--- src/rtl/line_buf_ctrl_pkg.sv ---
// Shared types and constants for the convolution engine's line buffer write side.
package conveng_pkg;

   localparam int NUM_ROWS = 4;
   localparam int WIN_ROWS = 3;

   typedef logic [1:0] row_idx_t;

   typedef enum logic [1:0] {
      IDLE = 2'd0,
      FILL = 2'd1,
      RUN  = 2'd2
   } lb_state_t;

endpackage

--- src/rtl/line_buf_ctrl_if.sv ---
// Pixel stream, row-memory write port and window status for line_buf_ctrl.
// Handshake: a pixel transfers on a rising edge where in_valid && in_ready; in_ready never depends on in_valid.
interface line_buf_ctrl_if #(
   parameter int IMG_W  = 32,
   parameter int DATA_W = 8
);
   import conveng_pkg::*;

   localparam int COL_W = $clog2(IMG_W);

   logic              in_valid;
   logic              in_ready;
   logic [DATA_W-1:0] in_data;
   logic              in_sof;
   logic              wr_en;
   row_idx_t          wr_row;
   logic [COL_W-1:0]  wr_col;
   logic [DATA_W-1:0] wr_data;
   row_idx_t          base;
   logic              win_valid;
   logic              win_done;
   logic [2:0]        rows_full;
   logic              err;
   lb_state_t         dbg_state;

   modport slave (
      input  in_valid, in_data, in_sof, win_done,
      output in_ready, wr_en, wr_row, wr_col, wr_data,
             base, win_valid, rows_full, err, dbg_state
   );

   modport master (
      output in_valid, in_data, in_sof, win_done,
      input  in_ready, wr_en, wr_row, wr_col, wr_data,
             base, win_valid, rows_full, err, dbg_state
   );

endinterface

--- src/rtl/lb_col_cnt.sv ---
// Column counter for one raster row; clr together with inc means the pixel at column 0 was just taken.
module lb_col_cnt #(
   parameter int IMG_W = 32
) (
   input  logic                     clk,
   input  logic                     rst_n,
   input  logic                     clr,
   input  logic                     inc,
   output logic [$clog2(IMG_W)-1:0] col,
   output logic                     wrap
);

   localparam int COL_W = $clog2(IMG_W);
   localparam logic [COL_W-1:0] LAST_COL = COL_W'(IMG_W - 1);

   logic [COL_W-1:0] col_q;
   logic [COL_W-1:0] col_d;

   always_comb begin
      wrap  = inc && !clr && (col_q == LAST_COL);
      col_d = col_q;
      if (clr) begin
         col_d = inc ? COL_W'(1) : '0;
      end else if (inc) begin
         col_d = wrap ? '0 : col_q + COL_W'(1);
      end
   end

   always_ff @(posedge clk or negedge rst_n) begin
      if (!rst_n) begin
         col_q <= '0;
      end else begin
         col_q <= col_d;
      end
   end

   assign col = col_q;

endmodule

--- src/rtl/line_buf_ctrl.sv ---
// Write-side controller for the four-row circular line buffer: row write strobes,
// resident-row occupancy and the oldest-row index handed to the row rotator.
module line_buf_ctrl
   import conveng_pkg::*;
#(
   parameter int IMG_W  = 32,
   parameter int DATA_W = 8
) (
   input logic        clk,
   input logic        rst_n,
   line_buf_ctrl_if.slave bus
);

   localparam int COL_W = $clog2(IMG_W);

   lb_state_t         state_q, state_d;
   row_idx_t          base_q, base_d;
   logic [2:0]        rows_full_q, rows_full_d;
   logic              err_q, err_d;
   logic              wr_en_q, wr_en_d;
   row_idx_t          wr_row_q, wr_row_d;
   logic [COL_W-1:0]  wr_col_q, wr_col_d;
   logic [DATA_W-1:0] wr_data_q, wr_data_d;

   logic             in_ready;
   logic             win_valid;
   logic             accept;
   logic             sof_acc;
   logic             pix_acc;
   logic             row_done;
   logic             wd_ok;
   logic [COL_W-1:0] col;
   row_idx_t         wr_ptr;

   assign accept  = bus.in_valid && in_ready;
   assign sof_acc = accept && bus.in_sof;
   assign pix_acc = accept && !bus.in_sof && (state_q != IDLE);
   assign wr_ptr  = base_q + row_idx_t'(rows_full_q[1:0]);

   lb_col_cnt #(.IMG_W(IMG_W)) u_col_cnt (
      .clk   (clk),
      .rst_n (rst_n),
      .clr   (sof_acc),
      .inc   (sof_acc || pix_acc),
      .col   (col),
      .wrap  (row_done)
   );

   // Occupancy: an SOF restarts the buffer at the current write row and swallows any win_done.
   always_comb begin
      base_d      = base_q;
      rows_full_d = rows_full_q;
      err_d       = err_q;
      wd_ok       = bus.win_done && (rows_full_q >= 3'(WIN_ROWS));
      if (sof_acc) begin
         base_d      = wr_ptr;
         rows_full_d = '0;
         if ((state_q != IDLE) && (col != '0)) begin
            err_d = 1'b1;
         end
      end else begin
         rows_full_d = rows_full_q + {2'b00, row_done} - {2'b00, wd_ok};
         base_d      = base_q + row_idx_t'(wd_ok);
         if (bus.win_done && !wd_ok) begin
            err_d = 1'b1;
         end
      end
   end

   always_comb begin
      wr_en_d   = sof_acc || pix_acc;
      wr_row_d  = wr_row_q;
      wr_col_d  = wr_col_q;
      wr_data_d = wr_data_q;
      if (wr_en_d) begin
         wr_row_d  = wr_ptr;
         wr_col_d  = sof_acc ? '0 : col;
         wr_data_d = bus.in_data;
      end
   end

   always_comb begin
      state_d = state_q;
      if (sof_acc) begin
         state_d = FILL;
      end else if (state_q != IDLE) begin
         state_d = (rows_full_d >= 3'(WIN_ROWS)) ? RUN : FILL;
      end
   end

   always_comb begin
      in_ready  = !((state_q == RUN) && (rows_full_q == 3'(NUM_ROWS)));
      win_valid = (state_q == RUN);
   end

   always_ff @(posedge clk or negedge rst_n) begin
      if (!rst_n) begin
         state_q     <= IDLE;
         base_q      <= '0;
         rows_full_q <= '0;
         err_q       <= 1'b0;
         wr_en_q     <= 1'b0;
         wr_row_q    <= '0;
         wr_col_q    <= '0;
         wr_data_q   <= '0;
      end else begin
         state_q     <= state_d;
         base_q      <= base_d;
         rows_full_q <= rows_full_d;
         err_q       <= err_d;
         wr_en_q     <= wr_en_d;
         wr_row_q    <= wr_row_d;
         wr_col_q    <= wr_col_d;
         wr_data_q   <= wr_data_d;
      end
   end

   assign bus.in_ready  = in_ready;
   assign bus.win_valid = win_valid;
   assign bus.base      = base_q;
   assign bus.rows_full = rows_full_q;
   assign bus.err       = err_q;
   assign bus.wr_en     = wr_en_q;
   assign bus.wr_row    = wr_row_q;
   assign bus.wr_col    = wr_col_q;
   assign bus.wr_data   = wr_data_q;
   assign bus.dbg_state = state_q;

endmodule

--- src/flat_wrapper.sv ---
// flat-port wrapper written by rule: the top's interface ports become plain ports
module line_buf_ctrl_flat import conveng_pkg::*;
#(
   parameter int IMG_W  = 32,
   parameter int DATA_W = 8
)
  (clk, rst_n, bus_in_valid, bus_in_data, bus_in_sof, bus_win_done, bus_in_ready, bus_wr_en, bus_wr_row, bus_wr_col, bus_wr_data, bus_base, bus_win_valid, bus_rows_full, bus_err, bus_dbg_state);
  line_buf_ctrl_if #(.IMG_W(IMG_W), .DATA_W(DATA_W)) bus_i ();
  input logic clk;
  input logic rst_n;
  input wire logic [$bits(bus_i.in_valid)-1:0] bus_in_valid;
  input wire logic [$bits(bus_i.in_data)-1:0] bus_in_data;
  input wire logic [$bits(bus_i.in_sof)-1:0] bus_in_sof;
  input wire logic [$bits(bus_i.win_done)-1:0] bus_win_done;
  output wire logic [$bits(bus_i.in_ready)-1:0] bus_in_ready;
  output wire logic [$bits(bus_i.wr_en)-1:0] bus_wr_en;
  output wire logic [$bits(bus_i.wr_row)-1:0] bus_wr_row;
  output wire logic [$bits(bus_i.wr_col)-1:0] bus_wr_col;
  output wire logic [$bits(bus_i.wr_data)-1:0] bus_wr_data;
  output wire logic [$bits(bus_i.base)-1:0] bus_base;
  output wire logic [$bits(bus_i.win_valid)-1:0] bus_win_valid;
  output wire logic [$bits(bus_i.rows_full)-1:0] bus_rows_full;
  output wire logic [$bits(bus_i.err)-1:0] bus_err;
  output wire logic [$bits(bus_i.dbg_state)-1:0] bus_dbg_state;
  assign bus_i.in_valid = bus_in_valid;
  assign bus_i.in_data = bus_in_data;
  assign bus_i.in_sof = bus_in_sof;
  assign bus_i.win_done = bus_win_done;
  assign bus_in_ready = bus_i.in_ready;
  assign bus_wr_en = bus_i.wr_en;
  assign bus_wr_row = bus_i.wr_row;
  assign bus_wr_col = bus_i.wr_col;
  assign bus_wr_data = bus_i.wr_data;
  assign bus_base = bus_i.base;
  assign bus_win_valid = bus_i.win_valid;
  assign bus_rows_full = bus_i.rows_full;
  assign bus_err = bus_i.err;
  assign bus_dbg_state = bus_i.dbg_state;
  line_buf_ctrl #(.IMG_W(IMG_W), .DATA_W(DATA_W)) u_core (.clk(clk), .rst_n(rst_n), .bus(bus_i));
endmodule
--- config.mk ---
export PLATFORM = sky130hd
export DESIGN_NAME = line_buf_ctrl_flat
export DESIGN_NICKNAME = d
export VERILOG_FILES = /design/src/rtl/line_buf_ctrl_pkg.sv /design/src/rtl/line_buf_ctrl_if.sv /design/src/rtl/lb_col_cnt.sv /design/src/rtl/line_buf_ctrl.sv /design/src/flat_wrapper.sv
export SDC_FILE = /design/constraint.sdc
export NUM_CORES = 1
export LEC_CHECK = 0
export CAP_MARGIN = 20
export CORE_MARGIN = 2
export CORE_UTILIZATION = 43
export DETAILED_ROUTE_END_ITERATION = 6
export GPL_TIMING_DRIVEN = 0
export PLACE_DENSITY = 0.75
export SLEW_MARGIN = 20
export SYNTH_ARGS = -nofsm -noshare
export SYNTH_HDL_FRONTEND = slang
export SYNTH_HIERARCHICAL = 1
export SYNTH_SLANG_ARGS = --single-unit
--- constraint.sdc ---
create_clock -name clk -period 2.6 [get_ports clk]
set_input_delay 0.52 -clock clk [delete_from_list [all_inputs] [get_ports clk]]
set_output_delay 0.52 -clock clk [all_outputs]
set_load 0.02 [all_outputs]
# Word level (Yosys, flattened, before mapping)
# Cells that the tools add are included.
[totals]
regBits = 29
input_bits = 13
out_inout_bits = 26
[op_classes]
n_eq_ne = 4
n_addsub = 5
reduce_logical = 21
order_cmp = 2
muxes = 13
[ops]
columns = ["op", "count"]
rows = [
  ["5-bit 2-to-1 mux", 4],
  ["1-bit logical AND", 10],
  ["2-bit 2-to-1 mux", 4],
  ["2-bit nonzero test", 4],
  ["3-bit by 2-bit >= comparator with 1-bit output (second input constant)", 2],
  ["5-bit by 1-bit adder with 5-bit output (second input constant)", 1],
  ["5-bit == test (second input constant)", 1],
  ["5-bit nonzero test", 1],
  ["1-bit zero test", 4],
  ["1-bit 2-to-1 mux", 4],
  ["3-bit by 1-bit adder with 3-bit output", 1],
  ["3-bit == test (second input constant)", 1],
  ["3-bit 2-to-1 mux", 1],
  ["3-bit by 1-bit subtractor with 3-bit output", 1],
  ["2-bit by 1-bit adder with 2-bit output", 1],
  ["2-bit adder", 1],
  ["2-bit == test (second input constant)", 1],
  ["2-bit != test (second input constant)", 1],
  ["2-bit AND reduction", 1],
  ["1-bit logical OR", 1],
]

# Logic depth before layout (Yosys ltp)
# Gate-level depths: netlist of run 1.
[logic_depth]
ltp_word = 16
ltp_mapped = 14
ltp_nobuf = 12

# Modules after synthesis
# Netlist of run 1, hierarchy kept.
[modules_own_cells]
columns = ["module", "instances", "area_per_inst_um2", "cells_per_inst", "seq_area_each_um2"]
rows = [
  ["line_buf_ctrl", 1, 1157.4, 102, 600.6],
  ["lb_col_cnt", 1, 281.5, 31, 125.1],
]

# Worst setup path before layout of run 1
# No wires, ideal clock.
[synth_path]
path_type = "register -> register"
from = "reg u_core.rows_full_q[0], in the netlist u_core/bus.rows_full[0]"
to = "reg u_core.state_q[1], in the netlist u_core/bus.dbg_state[1]"
path_buffers = 2
synth_period_minus_slack_ns = 2.901
setup_ns = 0.137
stages_incl_launch_ff = 15
path_slack_ns = -0.301
required_time_ns = 2.463
arrival_time_ns = 2.764
cell_sequence = "dfrtp_1 -> or3b_4 -> o211ai_2 -> buf_4 -> inv_1 -> buf_6 -> nand2_1 -> nor2_1 -> or2_2 -> nand2_1 -> ha_1 -> fa_1 -> nand2_1 -> nand2_1 -> nor3b_1"
[synth_between]
elab_chain_len = 16
elab_cells_between_ends = 21
classes_between = "2 x add/sub; 2 x order compare; 1 x eq/ne; 4 x mux; 12 x reduce/logical"
[synth_rtl]
columns = ["element", "line", "rtl"]
rows = [
  ["start, declared", "line_buf_ctrl.sv:18", "logic [2:0] rows_full_q, rows_full_d;"],
  ["start signal, assigned", "line_buf_ctrl.sv:109", "rows_full_q <= rows_full_d;"],
  ["3-bit == test *", "line_buf_ctrl.sv:92", "in_ready = !((state_q == RUN) && (rows_full_q == 3'(NUM_ROWS)));"],
  ["1-bit logical AND *", "line_buf_ctrl.sv:92", ""],
  ["1-bit zero test *", "line_buf_ctrl.sv:92", ""],
  ["1-bit logical AND *", "line_buf_ctrl.sv:35", "assign accept = bus.in_valid && in_ready;"],
  ["1-bit logical AND (2 in a row)", "line_buf_ctrl.sv:37", "assign pix_acc = accept && !bus.in_sof && (state_q != IDLE);"],
  ["1-bit logical OR *", "n/a", ""],
  ["named net u_core.wr_en_d", "line_buf_ctrl.sv:20", "logic wr_en_q, wr_en_d;"],
  ["1-bit logical AND * (2 in a row)", "lb_col_cnt.sv:20", "wrap = inc && !clr && (col_q == LAST_COL);"],
  ["named net u_core.row_done", "line_buf_ctrl.sv:30", "logic row_done;"],
  ["3-bit by 1-bit adder with 3-bit output *", "line_buf_ctrl.sv:62", "rows_full_d = rows_full_q + {2'b00, row_done} - {2'b00, wd_ok};"],
  ["3-bit by 1-bit subtractor with 3-bit output *", "line_buf_ctrl.sv:62", ""],
  ["3-bit 2-to-1 mux *", "line_buf_ctrl.sv:55", "if (sof_acc) begin"],
  ["3-bit by 2-bit >= comparator with 1-bit output *", "line_buf_ctrl.sv:87", "state_d = (rows_full_d >= 3'(WIN_ROWS)) ? RUN : FILL;"],
  ["2-bit 2-to-1 mux *", "line_buf_ctrl.sv:87", ""],
  ["2-bit 2-to-1 mux *", "line_buf_ctrl.sv:86", "end else if (state_q != IDLE) begin"],
  ["2-bit 2-to-1 mux *", "line_buf_ctrl.sv:84", "if (sof_acc) begin"],
  ["end signal, assigned", "line_buf_ctrl.sv:107", "state_q <= state_d;"],
  ["end, declared", "line_buf_ctrl.sv:16", "lb_state_t state_q, state_d;"],
]
# The timed path passes the listed nets; every way through them passes the cells marked *. The select of a mux whose other input is x is not followed.
# A chain may end at the register's enable or synchronous reset.

# Worst setup path after layout of run 1
[layout_path]
from = "reg u_core.rows_full_q[1], in the netlist u_core/bus.rows_full[1]"
to = "reg u_core.state_q[1], in the netlist u_core/bus.dbg_state[1]"
# Same word-level chain as after synthesis.

==> impl_metrics.py, run 1 <==
metrics = {
    "status": {
        "outcome": "finished with violations",
        "violations": "setup timing",
    },
    "detailed_routing": {
        "drc": 0,
        "wl_per_cell_um": 13.8,
        "vias": 1222,
        "first_pass_iters": 4,
        "via_per_inst": 5.20,
        "drt_iter0_drc": 72,
        "totalWireLength_um": 3250,
        "postRouteAntennaNets": 0,
    },
    "synth": {
        "ys_ff_latch": 29,
        "avgSynthCellArea_um2": 10.8,
        "synth_area_leaders": "dfrtp_1, mux2_2, o21ai_0, ha_1, nand2_1",
        "yosys.cell_types.count": 35,
        "yosysWarnings": 6,
        "synth_edf_count": 0,
        "netlist_instances": 133,
        "ys_async_sr_fraction": 1.00,
        "synth_nets": 152,
        "netlist.area_leader.share": 0.504,
        "syn_area_um2": 1440,
        "synth_top_cell_by_area": "dfrtp_1",
        "seq_area_frac_synth": 0.504,
        "synth_flop_cell": "dfrtp_1",
    },
    "floorplanning": {
        "start_util": 0.438,
        "core_um2": 3280,
        "io_pins": 39,
        "dieWidth_um": 61.8,
        "fp.dieH_um": 61.8,
        "fp-row-count": 21,
        "die-area_um2": 3820,
    },
    "final_layout": {
        "final_common_cell": "clkdlybuf4s50_1",
        "finish.instance_area_um2": 2090,
        "drive_gt1_frac": 0.291,
        "final_cell_mix": "clkdlybuf4s50_1, dfrtp_1, buf_4, o21ai_0, nand2_1",
        "n_antenna_cell": 0,
        "final_nets": 207,
        "final_cell_count_no_fill": 235,
        "num-fill-cells": 258,
        "area.growth.synth_to_final_pct": 45.1,
    },
    "grt": {
        "gr-total-overflow": 0,
        "grt_pass1_vias": 1164,
        "grt_max_degree": 30,
        "grt_antenna_before_repair": 0,
        "grt_pass1_wl_um": 5160,
        "track_usage": 0.189,
    },
    "min_path": {
        "hold_path_class": "primary input to async pin",
    },
    "sta": {
        "drv_slew": 0,
        "final-hold-violation-count": 0,
        "finClkSkew_ns": 0.00734,
        "period_needed_ns": 2.69,
        "tns_ns": -0.212,
        "relSlewSlack": 0.584,
        "fmax_ghz": 0.372,
        "finalSetupViolations": 3,
        "worst_pin_slew_ns": 0.625,
        "fin_ws_ns": -0.0868,
        "fin_crit_sh": 1.03,
        "rsz0062_at_grt": "yes",
    },
    "power": {
        "ir_worst_vdd_v": 0.000598,
        "design_power_total_mw": 2.43,
        "power.density_nw_per_um2": 1170,
        "leakage_nw": 0.890,
    },
    "critical_path": {
        "cp.arrival_ns": 2.89,
        "cp_max_fo": 9,
        "start_kind": "flop",
        "worstPathRequired_ns": 2.80,
        "end_kind": "flop",
        "worst-path-buf-inv": 2,
        "cp_top_family": "simple AND/OR/NAND/NOR gates",
        "path_cells": "or3b_4, o211ai_4, buf_6, inv_6, nand2_2, nor2_2, or2_4, nand2_4, ha_4, fa_2, nand2_2, nand2_2, nor3b_2",
        "crit_path_top_delay_cell": "fa_2",
        "cpPeakStageDelay_ns": 0.46,
        "critical_path_class": "flop to flop",
        "cpMostUsedCell": "nand2_2",
    },
    "placed_design": {
        "placement.io_buffers": 37,
        "placed_area_um2": 1880,
        "dp_cells": 216,
        "place.gp.congestion": 0.760,
        "post-place-ws_ns": -0.824,
        "dp_hpwl_um": 2220,
    },
    "clock_network": {
        "clk_path_buf_depth": 2,
        "cts_made_buffers": 5,
        "clk-insertion-delay-late_ns": 0.33,
        "cts-root-buf": "clkbuf_4",
        "cts_tree": "yes",
        "htreeDepth": 2,
        "clkTransAtPathRegs_ns": 0.09,
        "cts.sinks": 29,
    },
    "flow_run": {
        "cap_violations": 0,
    },
}
synthesized netlist by cell type, drive strengths merged (2+ instances only):
cell    count
nor2       10
o21ai      13
nand2      14
and2        2
ha          5
a32o        5
buf         2
and3        2
xnor2       4
mux2        9
o211ai      2
inv         7
or4         2
or2         2
dfrtp      29
a21oi       9
logic make-up after synthesis:
kind of cell / count (synthesis) / share of synthesized area
AOI/OAI and AO/OA: 34 / 0.163
and+or+nand+nor: 40 / 0.140
DFF: 29 / 0.504
adders and majority gates: 6 / 0.0574
buffers and inverters: 10 / 0.0339
muxes: 10 / 0.0774
xor gates and xnor gates: 4 / 0.0243
state kept, by name (all words and copies together), names as in the netlist:
signal,cells
u_core/bus.err,1
u_core/bus.base,2
u_core/bus.dbg_state,2
u_core/bus.wr_row,2
u_core/u_col_cnt/col,5
u_core/bus.wr_data,8
u_core/bus.wr_col,5
u_core/bus.wr_en,1
u_core/bus.rows_full,3
power breakdown:
part / total, mW / internal (mW) / switching [mW]
clock: 0.315 / 0.157 / 0.159
combinational: 1.35 / 0.705 / 0.650
sequential: 0.764 / 0.617 / 0.148
layer usage:
| layer | GRT usage | part of all wire |
|---|---|---|
| met4 | 0.0821 | 0.018 |
| met2 | 0.316 | 0.51 |
| met5 | 0 | 0 |
| met1 | 0.231 | 0.43 |
| met3 | 0.0497 | 0.039 |
path summary, 6_finish.rpt:
kind	start	to	slack, ns	depth (start not counted)
worst max-delay path	u_core/bus.rows_full[1]	u_core/bus.dbg_state[1]	-0.09	13
worst min-delay path	rst_n	u_core/bus.wr_col[0]	0.19	1
worst max register to register	u_core/bus.rows_full[1]	u_core/bus.dbg_state[1]	-0.09	13
worst min register to register	u_core/bus.err	u_core/bus.err	0.49	1
max in group asynchronous	rst_n	u_core/bus.rows_full[0]	1.95	1
min in group clk	u_core/bus.err	u_core/bus.err	0.49	1
worst reg2reg max path, cell delays in order (launching register included):
cell and delay, ns:
dfrtp_2 0.43, or3b_4 0.45, o211ai_4 0.21, buf_6 0.14, inv_6 0.05, nand2_2 0.05, nor2_2 0.04, or2_4 0.25
nand2_4 0.07, ha_4 0.13, fa_2 0.46, nand2_2 0.09, nand2_2 0.05, nor3b_2 0.15
final cells by class:
cell class                 instances  area, um2  area share
multi-input combinational         94        727       0.348
tap                               46       57.6      0.0276
inverter                           7       33.8      0.0162
clock buffer                       7       65.1      0.0312
sequential                        29        732       0.351
timing repair buffer              49        453       0.217
clock inverter                     1       5.00     0.00240
buffer                             2       15.0     0.00719
stage by stage:
step,hold WS (ns),utilization
detailed placement,0.472,0.573
finish,0.191,0.636
global route,0.223,0.636
floorplan,0.224,-
global placement,0.466,0.575
CTS,0.214,0.618
timing repair:
item | 4_1_cts | 5_1_grt
pin swaps | 9 | 8
resized for setup | 12 | 9
setup buffers | 8 | 4
setup endpoints to repair | 4 | 3
hold buffers | 0 | 0
Power figures use the tool's default switching activity.
==> run 2: changes to the inputs <==
--- a/config.mk
+++ b/config.mk
@@ -10,6 +10,7 @@
 export CORE_UTILIZATION = 43
 export DETAILED_ROUTE_END_ITERATION = 6
 export GPL_TIMING_DRIVEN = 0
+export MAX_ROUTING_LAYER = met4
 export PLACE_DENSITY = 0.75
 export SLEW_MARGIN = 20
 export SYNTH_ARGS = -nofsm -noshare
==> impl_metrics.py, run 2 (synthesis gave the netlist of run 1 again) <==
metrics = {
    "min_path": {
        "hold_path_class": "primary input to async pin",
    },
    "floorplanning": {
        "start_util": 0.438,
        "fp-row-count": 21,
        "dieWidth_um": 61.8,
        "die-area_um2": 3820,
        "io_pins": 39,
        "core_um2": 3280,
        "fp.dieH_um": 61.8,
    },
    "critical_path": {
        "cpMostUsedCell": "nand2_2",
        "end_kind": "flop",
        "cp.arrival_ns": 2.89,
        "startpoint": "u_core/bus.rows_full[1]",
        "crit_path_top_delay_cell": "fa_2",
        "worstPathRequired_ns": 2.80,
        "worst-path-buf-inv": 2,
        "r2r-start": "u_core/bus.rows_full[1]",
        "cpPeakStageDelay_ns": 0.46,
        "reg2reg_depth": 13,
        "path_cells": "or3b_4, o211ai_4, buf_6, inv_6, nand2_2, nor2_2, or2_4, nand2_4, ha_4, fa_2, nand2_2, nand2_2, nor3b_2",
        "r2r_slack_ns": -0.09,
        "cp_max_fo": 9,
        "r2r_end": "u_core/bus.dbg_state[1]",
        "critical_path_class": "flop to flop",
        "cp_top_family": "simple AND/OR/NAND/NOR gates",
        "start_kind": "flop",
    },
    "detailed_routing": {
        "drt_iter0_drc": 55,
        "totalWireLength_um": 3260,
        "vias": 1218,
        "first_pass_iters": 4,
        "via_per_inst": 5.18,
        "drc": 0,
        "wl_per_cell_um": 13.9,
        "postRouteAntennaNets": 0,
    },
    "sta": {
        "fin_crit_sh": 1.03,
        "fin_ws_ns": -0.0867,
        "period_needed_ns": 2.69,
        "finClkSkew_ns": 0.00748,
        "rsz0062_at_grt": "yes",
        "finalSetupViolations": 3,
        "relSlewSlack": 0.584,
        "fmax_ghz": 0.372,
        "worst_pin_slew_ns": 0.623,
        "tns_ns": -0.211,
        "drv_slew": 0,
        "final-hold-violation-count": 0,
    },
    "final_layout": {
        "num-fill-cells": 258,
        "finish.instance_area_um2": 2090,
        "final_common_cell": "clkdlybuf4s50_1",
        "n_antenna_cell": 0,
        "area.growth.synth_to_final_pct": 45.1,
        "drive_gt1_frac": 0.291,
        "final_nets": 207,
        "final_cell_mix": "clkdlybuf4s50_1, dfrtp_1, buf_4, o21ai_0, nand2_1",
        "largest_reg_flops": 8,
        "finish.utilization": 0.636,
    },
    "clock_network": {
        "cts_tree": "yes",
        "clk_path_buf_depth": 2,
        "cts-root-buf": "clkbuf_4",
        "clk-insertion-delay-late_ns": 0.33,
        "cts.sinks": 29,
        "htreeDepth": 2,
        "clkTransAtPathRegs_ns": 0.09,
        "cts_made_buffers": 5,
    },
    "power": {
        "leakage_nw": 0.890,
        "power.density_nw_per_um2": 1170,
        "ir_worst_vdd_v": 0.000598,
    },
    "placed_design": {
        "placement.io_buffers": 37,
        "dp_hpwl_um": 2220,
        "place.gp.congestion": 0.770,
        "placed_area_um2": 1880,
    },
    "flow_run": {
        "cap_violations": 0,
    },
    "grt": {
        "grt_pass1_wl_um": 5160,
        "track_usage": 0.195,
        "grt_max_degree": 30,
        "grt_antenna_before_repair": 0,
        "grt_pass1_vias": 1165,
        "gr-total-overflow": 0,
    },
    "status": {
        "outcome": "finished with violations",
        "violations": "setup timing",
    },
}
[run 2: power breakdown]
| part | switching (mW) | total, mW | leakage, nW | internal [mW] |
|---|---|---|---|---|
| clock | 0.158 | 0.315 | 0.0413 | 0.157 |
| combinational | 0.651 | 1.36 | 0.497 | 0.705 |
| sequential | 0.148 | 0.764 | 0.352 | 0.617 |
[run 2: per-layer routing]
layer  up-vias  wire length [um]  track usage
li1        587                 -            -
met1       604              1410        0.231
met2        23              1670        0.316
met3         4               131       0.0497
met4         0                53       0.0821
met5         -                 0            -
[run 2: repair_timing]
action / 4_1_cts / 5_1_grt
setup endpoints to repair: 4 / 3
gates resized for setup: 12 / 9
pin swaps: 9 / 8
hold buffers: 0 / 0
buffers inserted: 8 / 4
[run 2: cell type report]
| cell class | instances | area, um2 | area share |
|---|---|---|---|
| repair buffers | 49 | 453 | 0.217 |
| clock inverters | 1 | 5.00 | 0.00240 |
| plain buffers | 2 | 15.0 | 0.00719 |
| flip-flops and latches | 29 | 732 | 0.351 |
| well taps | 46 | 57.6 | 0.0276 |
| clock buffers | 7 | 65.1 | 0.0312 |
| inverters | 7 | 33.8 | 0.0162 |
| multi-input cells | 94 | 727 | 0.348 |
[run 2: worst max path at each step]
stage,cells past startpoint,slack [ns],endpoint
after global routing,13,-0.18,u_core/bus.dbg_state[1]
after detailed placement,15,-0.82,u_core/bus.dbg_state[1]
after CTS,11,-0.06,u_core/bus.dbg_state[1]
after floorplan,14,-0.20,u_core/bus.dbg_state[1]
final,13,-0.09,u_core/bus.dbg_state[1]
after global placement,15,-0.79,u_core/bus.dbg_state[1]
[run 2: metrics by stage]
step                worst slack [ns]  std cells  hold WS [ns]  power [mW]
floorplan                     -0.196        133         0.224        1.45
global placement              -0.790        216         0.466        1.85
detailed placement            -0.824        216         0.472        1.89
CTS                          -0.0625        231         0.214        2.32
global route                  -0.178        235         0.223        2.61
finish                       -0.0867        235         0.192        2.44
